### src/rtl/ex_mem_pkg.sv
// rtl/ex_mem_pkg.sv - shared op codes, FSM states and op classification helpers for ex_mem_stage
package ex_mem_pkg;

    localparam int MEM_OP_W = 4;

    typedef enum logic [MEM_OP_W-1:0] {
        NOP       = 4'd0,
        WRITE_REG = 4'd1,
        LB        = 4'd2,
        LBU       = 4'd3,
        LH        = 4'd4,
        LHU       = 4'd5,
        LW        = 4'd6,
        LWU       = 4'd7,
        LD        = 4'd8,
        SB        = 4'd9,
        SH        = 4'd10,
        SW        = 4'd11,
        SD        = 4'd12
    } mem_op_e;

    typedef enum logic {
        S_IDLE = 1'b0,
        S_MEM  = 1'b1
    } state_e;

    function automatic logic is_load(input logic [MEM_OP_W-1:0] op);
        return (op >= LB) && (op <= LD);
    endfunction

    function automatic logic is_store(input logic [MEM_OP_W-1:0] op);
        return (op >= SB) && (op <= SD);
    endfunction

    function automatic logic is_sext(input logic [MEM_OP_W-1:0] op);
        return (op == LB) || (op == LH) || (op == LW);
    endfunction

    // log2 of the access size in bytes: 0 byte, 1 half, 2 word, 3 doubleword
    function automatic logic [1:0] op_size(input logic [MEM_OP_W-1:0] op);
        case (op)
            LB, LBU, SB: return 2'd0;
            LH, LHU, SH: return 2'd1;
            LD, SD:      return 2'd3;
            default:     return 2'd2;
        endcase
    endfunction

endpackage

### src/rtl/ex_mem_lane.sv
// rtl/ex_mem_lane.sv - byte-lane steering: enables, store replication, load extraction (option: EX_MEM_MISALIGN_TRAP_EN)
module ex_mem_lane
    import ex_mem_pkg::*;
#(
    parameter int DATA_W = 32,
    localparam int SEL_W = DATA_W / 8,
    localparam int OFS_W = $clog2(SEL_W)
) (
    input  logic [MEM_OP_W-1:0] op,
    input  logic [OFS_W-1:0]    ofs,
    input  logic [DATA_W-1:0]   wdata_in,
    input  logic [DATA_W-1:0]   rdata,
    output logic [SEL_W-1:0]    sel,
    output logic [DATA_W-1:0]   wdata,
    output logic [DATA_W-1:0]   ldata
`ifdef EX_MEM_MISALIGN_TRAP_EN
    ,
    output logic                misalign
`endif
);

    logic [1:0]        size;
    logic [OFS_W-1:0]  mask;
    logic [OFS_W-1:0]  aofs;
    logic [DATA_W-1:0] sh;

    // On a 32-bit datapath the doubleword mask truncates to the word mask, so LD/SD act as full-width word accesses
    always_comb begin
        size  = op_size(op);
        mask  = OFS_W'((1 << size) - 1);
        aofs  = ofs & ~mask;
        sh    = rdata >> {aofs, 3'b000};
        sel   = '1;
        wdata = wdata_in;
        ldata = sh;
        case (size)
            2'd0: begin
                sel   = SEL_W'(1) << aofs;
                wdata = {SEL_W{wdata_in[7:0]}};
                ldata = is_sext(op) ? DATA_W'($signed(sh[7:0])) : DATA_W'(sh[7:0]);
            end
            2'd1: begin
                sel   = SEL_W'(2'b11) << aofs;
                wdata = {(SEL_W/2){wdata_in[15:0]}};
                ldata = is_sext(op) ? DATA_W'($signed(sh[15:0])) : DATA_W'(sh[15:0]);
            end
            2'd2: begin
                sel   = SEL_W'(4'hF) << aofs;
                wdata = {(SEL_W/4){wdata_in[31:0]}};
                ldata = is_sext(op) ? DATA_W'($signed(sh[31:0])) : DATA_W'(sh[31:0]);
            end
            default: begin
                sel   = '1;
                wdata = wdata_in;
                ldata = sh;
            end
        endcase
    end

`ifdef EX_MEM_MISALIGN_TRAP_EN
    assign misalign = |(ofs & mask);
`endif

endmodule

### src/rtl/ex_mem_stage.sv
// rtl/ex_mem_stage.sv - EX/MEM stage with req/ack memory port and writeback beat (option: EX_MEM_MISALIGN_TRAP_EN)
module ex_mem_stage
    import ex_mem_pkg::*;
#(
    parameter int DATA_W     = 32,
    parameter int ADDR_W     = 32,
    parameter int REG_ADDR_W = 5,
    localparam int SEL_W     = DATA_W / 8,
    localparam int OFS_W     = $clog2(SEL_W)
) (
    input  logic                    clk,
    input  logic                    rst_n,
    input  logic                    flush,
    input  logic                    ex_valid,
    output logic                    ex_ready,
    input  logic [MEM_OP_W-1:0]     ex_memOp,
    input  logic [DATA_W-1:0]       ex_result,
    input  logic [ADDR_W-1:0]       ex_memAddr,
    input  logic [REG_ADDR_W-1:0]   ex_regDest,
    output logic                    mem_req,
    output logic                    mem_we,
    output logic [ADDR_W-OFS_W-1:0] mem_addr,
    output logic [SEL_W-1:0]        mem_sel,
    output logic [DATA_W-1:0]       mem_wdata,
    input  logic [DATA_W-1:0]       mem_rdata,
    input  logic                    mem_ack,
    output logic                    wb_valid,
`ifdef EX_MEM_MISALIGN_TRAP_EN
    output logic                    wb_excMisalign,
`endif
    output logic                    wb_regWe,
    output logic [REG_ADDR_W-1:0]   wb_regDest,
    output logic [DATA_W-1:0]       wb_data
);

    state_e                state, state_nxt;
    logic                  killed;
    logic [MEM_OP_W-1:0]   op_q;
    logic [OFS_W-1:0]      ofs_q;
    logic [REG_ADDR_W-1:0] dest_q;
    logic [MEM_OP_W-1:0]   lane_op;
    logic [OFS_W-1:0]      lane_ofs;
    logic [SEL_W-1:0]      lane_sel;
    logic [DATA_W-1:0]     lane_wdata;
    logic [DATA_W-1:0]     lane_ldata;
    logic                  capture;
    logic                  is_mem;
    logic                  trap;
    logic                  go_mem;

    assign ex_ready = (state == S_IDLE);
    assign capture  = ex_ready && ex_valid && !flush;
    assign is_mem   = is_load(ex_memOp) || is_store(ex_memOp);
    assign go_mem   = capture && is_mem && !trap;

    // One lane unit serves both phases: request formatting in S_IDLE, load extraction in S_MEM
    assign lane_op  = (state == S_MEM) ? op_q  : ex_memOp;
    assign lane_ofs = (state == S_MEM) ? ofs_q : ex_memAddr[OFS_W-1:0];

`ifdef EX_MEM_MISALIGN_TRAP_EN
    logic lane_misalign;
    assign trap = capture && is_mem && lane_misalign;
`else
    assign trap = 1'b0;
`endif

    ex_mem_lane #(.DATA_W(DATA_W)) u_lane (
        .op       (lane_op),
        .ofs      (lane_ofs),
        .wdata_in (ex_result),
        .rdata    (mem_rdata),
        .sel      (lane_sel),
        .wdata    (lane_wdata),
        .ldata    (lane_ldata)
`ifdef EX_MEM_MISALIGN_TRAP_EN
        ,
        .misalign (lane_misalign)
`endif
    );

    always_ff @(posedge clk or negedge rst_n) begin
        if (!rst_n) begin
            state <= S_IDLE;
        end else begin
            state <= state_nxt;
        end
    end

    always_comb begin
        state_nxt = state;
        case (state)
            S_IDLE:  if (go_mem)  state_nxt = S_MEM;
            S_MEM:   if (mem_ack) state_nxt = S_IDLE;
            default: state_nxt = S_IDLE;
        endcase
    end

    always_ff @(posedge clk or negedge rst_n) begin
        if (!rst_n) begin
            killed     <= 1'b0;
            op_q       <= '0;
            ofs_q      <= '0;
            dest_q     <= '0;
            mem_req    <= 1'b0;
            mem_we     <= 1'b0;
            mem_addr   <= '0;
            mem_sel    <= '0;
            mem_wdata  <= '0;
            wb_valid   <= 1'b0;
            wb_regWe   <= 1'b0;
            wb_regDest <= '0;
            wb_data    <= '0;
`ifdef EX_MEM_MISALIGN_TRAP_EN
            wb_excMisalign <= 1'b0;
`endif
        end else begin
            wb_valid <= 1'b0;
            if (state == S_IDLE) begin
                if (capture && ex_memOp == WRITE_REG) begin
                    wb_valid   <= 1'b1;
                    wb_regWe   <= 1'b1;
                    wb_regDest <= ex_regDest;
                    wb_data    <= ex_result;
`ifdef EX_MEM_MISALIGN_TRAP_EN
                    wb_excMisalign <= 1'b0;
`endif
                end
`ifdef EX_MEM_MISALIGN_TRAP_EN
                if (trap) begin
                    wb_valid       <= 1'b1;
                    wb_regWe       <= 1'b0;
                    wb_regDest     <= ex_regDest;
                    wb_data        <= DATA_W'(ex_memAddr);
                    wb_excMisalign <= 1'b1;
                end
`endif
                if (go_mem) begin
                    killed    <= 1'b0;
                    op_q      <= ex_memOp;
                    ofs_q     <= ex_memAddr[OFS_W-1:0];
                    dest_q    <= ex_regDest;
                    mem_req   <= 1'b1;
                    mem_we    <= is_store(ex_memOp);
                    mem_addr  <= ex_memAddr[ADDR_W-1:OFS_W];
                    mem_sel   <= lane_sel;
                    mem_wdata <= lane_wdata;
                end
            end else begin
                // A killed access still completes its handshake; only the writeback is dropped
                if (flush) begin
                    killed <= 1'b1;
                end
                if (mem_ack) begin
                    mem_req <= 1'b0;
                    if (!killed && !flush) begin
                        wb_valid   <= 1'b1;
                        wb_regWe   <= !mem_we;
                        wb_regDest <= dest_q;
`ifdef EX_MEM_MISALIGN_TRAP_EN
                        wb_excMisalign <= 1'b0;
`endif
                        if (!mem_we) begin
                            wb_data <= lane_ldata;
                        end
                    end
                end
            end
        end
    end

endmodule
### config.mk
export PLATFORM = sky130hd
export DESIGN_NAME = ex_mem_stage
export DESIGN_NICKNAME = d
export VERILOG_FILES = /design/src/rtl/ex_mem_pkg.sv /design/src/rtl/ex_mem_lane.sv /design/src/rtl/ex_mem_stage.sv
export SDC_FILE = /design/constraint.sdc
export NUM_CORES = 1
export LEC_CHECK = 0
export CAP_MARGIN = 20
export CORE_MARGIN = 4
export CORE_UTILIZATION = 49
export CTS_CLUSTER_SIZE = 8
export DETAILED_ROUTE_END_ITERATION = 7
export GPL_TIMING_DRIVEN = 0
export HOLD_SLACK_MARGIN = 0.06
export PLACE_DENSITY = 0.92
export SKIP_CTS_REPAIR_TIMING = 1
export SLEW_MARGIN = 10
export SYNTH_ARGS = -nofsm -noshare
export SYNTH_HDL_FRONTEND = slang
export SYNTH_SLANG_ARGS = --single-unit
### constraint.sdc
create_clock -name clk -period 11.47 [get_ports clk]
set_clock_uncertainty 0.15 [all_clocks]
set_input_delay 2.294 -clock clk [delete_from_list [all_inputs] [get_ports clk]]
set_output_delay 2.294 -clock clk [all_outputs]
set_load 0.02 [all_outputs]
==> reports/results.ini, run 1 <==
[yosys]
synth_area_leaders=dfrtp_1, mux2_2, a21oi_1
synth-compound-area-share_pct=19.85
synth_top_family_by_area=compound AO/OA/AOI/OAI gates
synth_fp_nets=705
ys_ff_latch=120
synthMuxAreaShare_pct=14.24
syn_inst=587
synth_area_leader_cell=dfrtp_1
synthXorXnorAreaFrac_pct=0
synth_fa_ha_area_share_pct=1.632
synth_flop_cell=dfrtp_1
avgSynthCellArea_um2=10.45
yosys.area.top_type_share_pct=48.96
synth.distinct_cells=52
synth_edf_count=0
syn_area_um2=6133
yosys_warnings=0
synthArstFlopShare_pct=100.0
yosysSeqAreaShare_pct=48.96
yosys.area_share.simple_pct=11.04

[die]
row_count=40
design.portCount=218
core-area_um2=12110
die_area_um2=14370
initial_utilization_pct=50.64
fp.dieW_um=119.9
die_h_um=119.9

[place]
gp_congestion=0.9083
place_inst=973
dp_hpwl_um=17540
port_buffers=217

[global_routing]
grt_pass1_wl_um=35550
grt-ovfl-total=0
grt_pass1_vias=6351
grt_max_degree=94
grt_usage_pct=32.58
grt_antenna_before_repair=0

[worst_setup_path]
worstPathMaxFanout=10
path_cells=clkdlybuf4s50_1 > inv_1 > o21ai_2 > nor2_1 > a21oi_1 > inv_1 > ha_1 > buf_2 > inv_1 > clkbuf_1 > ha_1 > clkbuf_1 > clkbuf_1 > nor2_1 > a21oi_1 > o21ai_0
r2r_start=state
critPathCaptureType=flip-flop
ff2ff_path_depth=19
critPathMaxStageDelay_ps=630
crit_required_ps=11610
r2r_setup_slack_ps=5910
crit_arrival_ps=6620
start_kind=primary input
rr_endpoint=mem_wdata[26]
critPathKind=in -> reg
crit_path_top_delay_cell=clkdlybuf4s50_1

[clocking]
cts_made_buffers=17
cts_sinks=120
clk_pin_slew_ps=50
ctsRootBufferMaster=clkbuf_16
cts_max_level=4
cts_tree=done
cts_max_path_buffers=2
clkLatencyLatePin_ps=420

[min_path]
min_from=mem_wdata[8]
hold_depth=2
hp-class=reg -> reg
holdPathEnd=mem_wdata[8]

[power_and_ir_drop]
ir_drop_mv=0.1781
power_leakage_nw=3.790
power_density_nw_per_um2=226.8
power_mw=2.082

[cells_and_area]
layout-area-overhead-vs-synth_pct=49.65
drive_above_1_share_pct=16.77
fin_cells=1003
n_antenna_cell=0
fin_nets=942
fill_cells=843

[sta]
final_max_slew_viol_count=0
setup_viol=0
finalCriticalPeriod_ps=6483
slew-limit-headroom_pct=49.79
tightest_slew_ps=753.1
hold_violations=0
period_share_pct=56.52
fmax_mhz=154.3
setup_tns_ps=0
rsz0062_at_grt=no

[outcome]
status=finished clean

[drt]
ant_nets=0
drcViolationCount=0
wl_per_cell_um=23.08
vias=6070
drtIter0Drc=623
avgViaCountPerCell=6.052
wirelength_um=23150
first_pass_iters=6

[flow_run]
drv_cap=0

## layer usage
metal | vias to the layer above | global-route usage (%) | wire length, µm
met5 | - | 0 | 0
met4 | 0 | 16.54 | 1153
met3 | 93 | 10.13 | 2295
met2 | 428 | 54.34 | 11360
met1 | 2945 | 37.93 | 8341
li1 | 2604 | - | -
## sequential cells by signal, summed over array words and instances (netlist names), 2 cells and up
register and flops:
wb_data 32, wb_regDest 5, op_q 4, mem_wdata 32, mem_addr 30, ofs_q 2, dest_q 5, mem_sel 4
## synthesized netlist by cell type (all sizes together), types with 4 or more instances
cell type	n
a211oi	18
a21oi	53
a22oi	31
and3	8
buf	22
clkbuf	20
dfrtp	120
ha	8
inv	12
mux2	65
mux2i	13
nand2	55
nand3	10
nor2	37
nor2b	4
nor3	19
o21ai	58
o221ai	7
o31ai	4
## power breakdown
group	leakage, nW	internal, mW	switching (mW)
logic	2.09	0.390	0.467
registers	1.40	0.557	0.0873
clock network	0.302	0.394	0.187
## how the worst max path moves through the flow
stage / startpoint / endpoint / slack, ps / cells after the start
final: ex_memOp[3] / mem_wdata[26] / 4990 / 16
after global routing: ex_memOp[3] / mem_sel[3] / 4800 / 17
after CTS: ex_memOp[3] / mem_sel[3] / 5120 / 17
after detailed placement: ex_memOp[1] / mem_sel[3] / 4710 / 17
after global placement: rst_n / mem_wdata[22] / 3370 / 1
after floorplan: ex_memOp[2] / wb_data[21] / 6080 / 16
## through the flow
stage	utilization (%)	hold WS, ps	setup WS [ps]	area, µm²
after global placement	70.31	315.4	3369	8516
after CTS	75.79	331.6	5124	9179
after floorplan	-	300.2	6082	6133
after detailed placement	70.55	317.8	4710	8544
after global routing	75.79	361.8	4798	9179
final	75.79	332.0	4987	9179
## layout by cell type (no fill, tap or decap), types with 2 or more instances in the layout
master | Yosys | final
dfrtp_1 | 120 | 120
a211oi_2 | 10 | 10
buf_6 | 4 | 5
o221ai_1 | 7 | 7
clkbuf_2 | 2 | 2
buf_2 | 16 | 16
a22oi_1 | 28 | 28
bufinv_16 | 0 | 5
nor4_2 | 2 | 2
mux2_1 | 2 | 2
a21oi_1 | 52 | 52
and3_1 | 8 | 8
a22oi_2 | 2 | 2
nor2_1 | 37 | 37
clkinvlp_4 | 0 | 2
mux2i_1 | 12 | 12
o31ai_1 | 4 | 4
clkbuf_1 | 18 | 21
o21ai_1 | 9 | 9
o21ai_0 | 48 | 48
mux2_4 | 2 | 2
ha_1 | 8 | 8
a221oi_1 | 2 | 2
nand2_4 | 2 | 2
clkbuf_8 | 0 | 2
clkbuf_16 | 0 | 17
nand2_1 | 53 | 53
or2_1 | 2 | 2
a211oi_1 | 8 | 8
nand2b_1 | 2 | 2
nand3_1 | 10 | 10
nor2b_1 | 4 | 4
nor3_1 | 19 | 19
mux2_2 | 61 | 61
buf_4 | 2 | 2
clkdlybuf4s50_1 | 0 | 216
inv_1 | 11 | 11
## cells by family (layout without fill, tap and decap cells)
logic type	count (synthesis)	in the layout
AND/OR/NAND/NOR	144	144
multiplexers	78	78
flip-flops	120	120
buffers and inverters	54	302
adder cells (fa/ha/maj)	8	8
AO/OA/AOI/OAI	183	183
## worst max-delay path, delay by kind of cell
family | cells | cell delay, ps
AO/OA/AOI/OAI | 4 | 910
buffers and inverters | 8 | 2560
AND/OR/NAND/NOR | 2 | 210
adder cells (fa/ha/maj) | 2 | 610
## final cells by class
class / instances / area [µm²] / area share, %
sequential: 120 / 3003 / 32.72
inverter: 12 / 45.04 / 0.4907
clock inverter: 8 / 170.2 / 1.854
clock buffer: 22 / 464.2 / 5.057
timing repair buffer: 218 / 2201 / 23.98
buffer: 42 / 217.7 / 2.372
tap: 168 / 210.2 / 2.290
multi-input combinational: 413 / 2868 / 31.24
Power figures use the tool's default switching activity.
==> run 2: changes to the inputs <==
Settings changed: CORE_UTILIZATION 49 to 41, PLACE_DENSITY 0.92 to 0.83.
Clock period 11.47 ns to 5.9 ns, I/O delays scaled along.
==> run 2 against run 1 <==
  * Global-route usage decreased by 7.0 points
  * Critical endpoint is now wb_data[6]
  * Highest routed layer unchanged
  * Die area increased by 18%
  * Combinational power increased by 92%
  * Sequential cell count unchanged
  * Worst hold slack got worse by 7.5 ps
  * Sequential power increased by 94%
  * Cell count increased by 1.8%
  * Power increased by 89%
  * Sequential share of layout area increased by 0.072 points
==> reports/results.ini, run 2 (synthesis results as in run 1) <==
[place]
gp_congestion=0.9433  ; was 0.9083
dp_hpwl_um=16280  ; was 17540 µm
place_area_um2=8564  ; was 8544 µm²
port_buffers=217  ; unchanged
place_inst=989  ; was 973

[cells_and_area]
design_area_um2=9159  ; was 9179 µm²
fin_cells=1021  ; was 1003
final_common_cell=clkdlybuf4s50_1  ; unchanged
n_antenna_cell=0  ; unchanged
fin_nets=942  ; unchanged
drive_above_1_share_pct=17.08  ; was 16.77%
reg.largest.list=mem_wdata x32, wb_data x32, mem_addr x30  ; unchanged
layout-area-overhead-vs-synth_pct=49.33  ; was 49.65%
most-common-layout-cells=clkdlybuf4s50_1, dfrtp_1, mux2_2, nand2_1, a21oi_1  ; unchanged

[worst_setup_path]
worstPathMaxFanout=10  ; unchanged
ff2ff_path_depth=19  ; unchanged
critPathMaxStageDelay_ps=470  ; was 630 ps
critPathCaptureType=flip-flop  ; unchanged
critPathKind=reg -> reg  ; was in -> reg
critPathLaunch=state  ; was ex_memOp[3]
crit_path_top_delay_cell=clkbuf_1  ; was clkdlybuf4s50_1
crit_required_ps=6100  ; was 11610 ps
r2r_start=state  ; unchanged
start_kind=flip-flop  ; was primary input
crit_arrival_ps=5630  ; was 6620 ps
path_cells=buf_6 > buf_6 > buf_2 > clkbuf_1 > mux2i_1 > ha_1 > mux2i_1 > a21oi_1 > inv_1 > ha_1 > buf_2 > inv_1 > clkbuf_1 > ha_1 > inv_1 > nor2_1 > clkbuf_1 > o221ai_1 > a21oi_1  ; was clkdlybuf4s50_1 > inv_1 > o21ai_2 > nor2_1 > a21oi_1 > inv_1 > ha_1 > buf_2 > inv_1 > clkbuf_1 > ha_1 > clkbuf_1 > clkbuf_1 > nor2_1 > a21oi_1 > o21ai_0

[sta]
setup_tns_ps=0  ; unchanged
setup_viol=0  ; unchanged
period_share_pct=92.13
fmax_mhz=184.0
rsz0062_at_grt=no  ; unchanged
final_max_slew_viol_count=0  ; unchanged
finalCriticalPeriod_ps=5436
slew-limit-headroom_pct=48.30  ; was 49.79%
tightest_slew_ps=775.6  ; was 753.1 ps
hold_violations=0  ; unchanged

[die]
fp.dieW_um=130.3  ; was 119.9 µm
row_count=44  ; was 40
design.portCount=218  ; unchanged
die_area_um2=16980  ; was 14370 µm²
initial_utilization_pct=42.04  ; was 50.64%
core-area_um2=14590  ; was 12110 µm²
die_h_um=130.3  ; was 119.9 µm

[clocking]
cts_sinks=120  ; unchanged
cts_max_path_buffers=2  ; unchanged
clkLatencyLatePin_ps=420  ; about the same
ctsRootBufferMaster=clkbuf_16  ; unchanged
cts_tree=done  ; unchanged
clk_pin_slew_ps=60  ; was 50 ps
cts_max_level=4  ; unchanged
cts_made_buffers=17  ; unchanged

[global_routing]
grt_pass1_vias=6047  ; was 6351
grt_antenna_before_repair=0  ; unchanged
grt_usage_pct=25.56  ; was 32.58%
grt_max_degree=74  ; was 94
grt-ovfl-total=0  ; unchanged
grt_pass1_wl_um=32880  ; was 35550 µm

[drt]
ant_nets=0  ; unchanged
vias=5902  ; was 6070
drcViolationCount=0  ; unchanged
wirelength_um=21770  ; was 23150 µm
avgViaCountPerCell=5.781  ; was 6.052
first_pass_iters=5  ; was 6
wl_per_cell_um=21.32  ; was 23.08 µm
drtIter0Drc=466  ; was 623

[min_path]
min_from=mem_wdata[24]  ; was mem_wdata[8]
hp-class=reg -> reg  ; unchanged
hold_depth=2  ; unchanged

[power_and_ir_drop]
ir_drop_mv=0.2570  ; was 0.1781 mV
power_leakage_nw=3.783  ; was 3.790 nW
power_density_nw_per_um2=429.0  ; was 226.8 nW/µm²
power_mw=3.929  ; was 2.082 mW

[flow_run]
drv_cap=0  ; unchanged

[outcome]
status=finished clean  ; unchanged

==> run 2: worst max-delay path: cells and delay by family, from the launching register on <==
kind,cells,cell delay (ps)
mux,2,440
simple gates,1,360
fa+ha+maj,3,750
flops,1,340
buf+inv,10,2550
compound gates,3,740
==> run 2: path summary, 6_finish.rpt <==
check	endpoint	slack [ps]
max	wb_data[6]	460
min	mem_wdata[24]	320
max reg2reg	wb_data[6]	460
min reg2reg	mem_wdata[24]	320
max in group asynchronous	mem_addr[15]	4320
min in group asynchronous	wb_data[22]	540
==> run 2: cell type report <==
cell class	count	area, µm²
Buffer	42	217.7
Clock buffer	24	501.7
Clock inverter	8	92.59
Fill cell	1174	5430
Inverter	12	45.04
Multi-Input combinational cell	413	2868
Sequential cell	120	3003
Tap cell	184	230.2
Timing Repair Buffer	218	2201
==> run 2: metal layers <==
| metal | part of all wire [%] | track usage, % | wire length (µm) | vias up |
|---|---|---|---|---|
| li1 | - | - | - | 2612 |
| met1 | 38 | 31.44 | 8218 | 2860 |
| met2 | 48 | 41.70 | 10430 | 368 |
| met3 | 11 | 8.391 | 2453 | 62 |
| met4 | 3.1 | 10.09 | 670 | 0 |
| met5 | 0 | 0 | 0 | - |
==> run 2: power by group <==
group | leakage (nW) | internal (mW) | switching, mW | total, mW
Combinational | 2.09 | 0.756 | 0.879 | 1.64
Sequential | 1.40 | 1.08 | 0.166 | 1.25
Clock | 0.296 | 0.673 | 0.371 | 1.04
Total | 3.78 | 2.51 | 1.42 | 3.93
==> run 2: metrics by stage <==
stage               hold WS, ps  utilization, %  setup slack, ps
floorplan                 300.2               -             1626
global placement          310.6           58.51            -1295
detailed placement        316.8           58.71            370.1
CTS                       328.6           62.78            605.7
global route              341.5           62.78            171.2
finish                    324.5           62.78            464.2
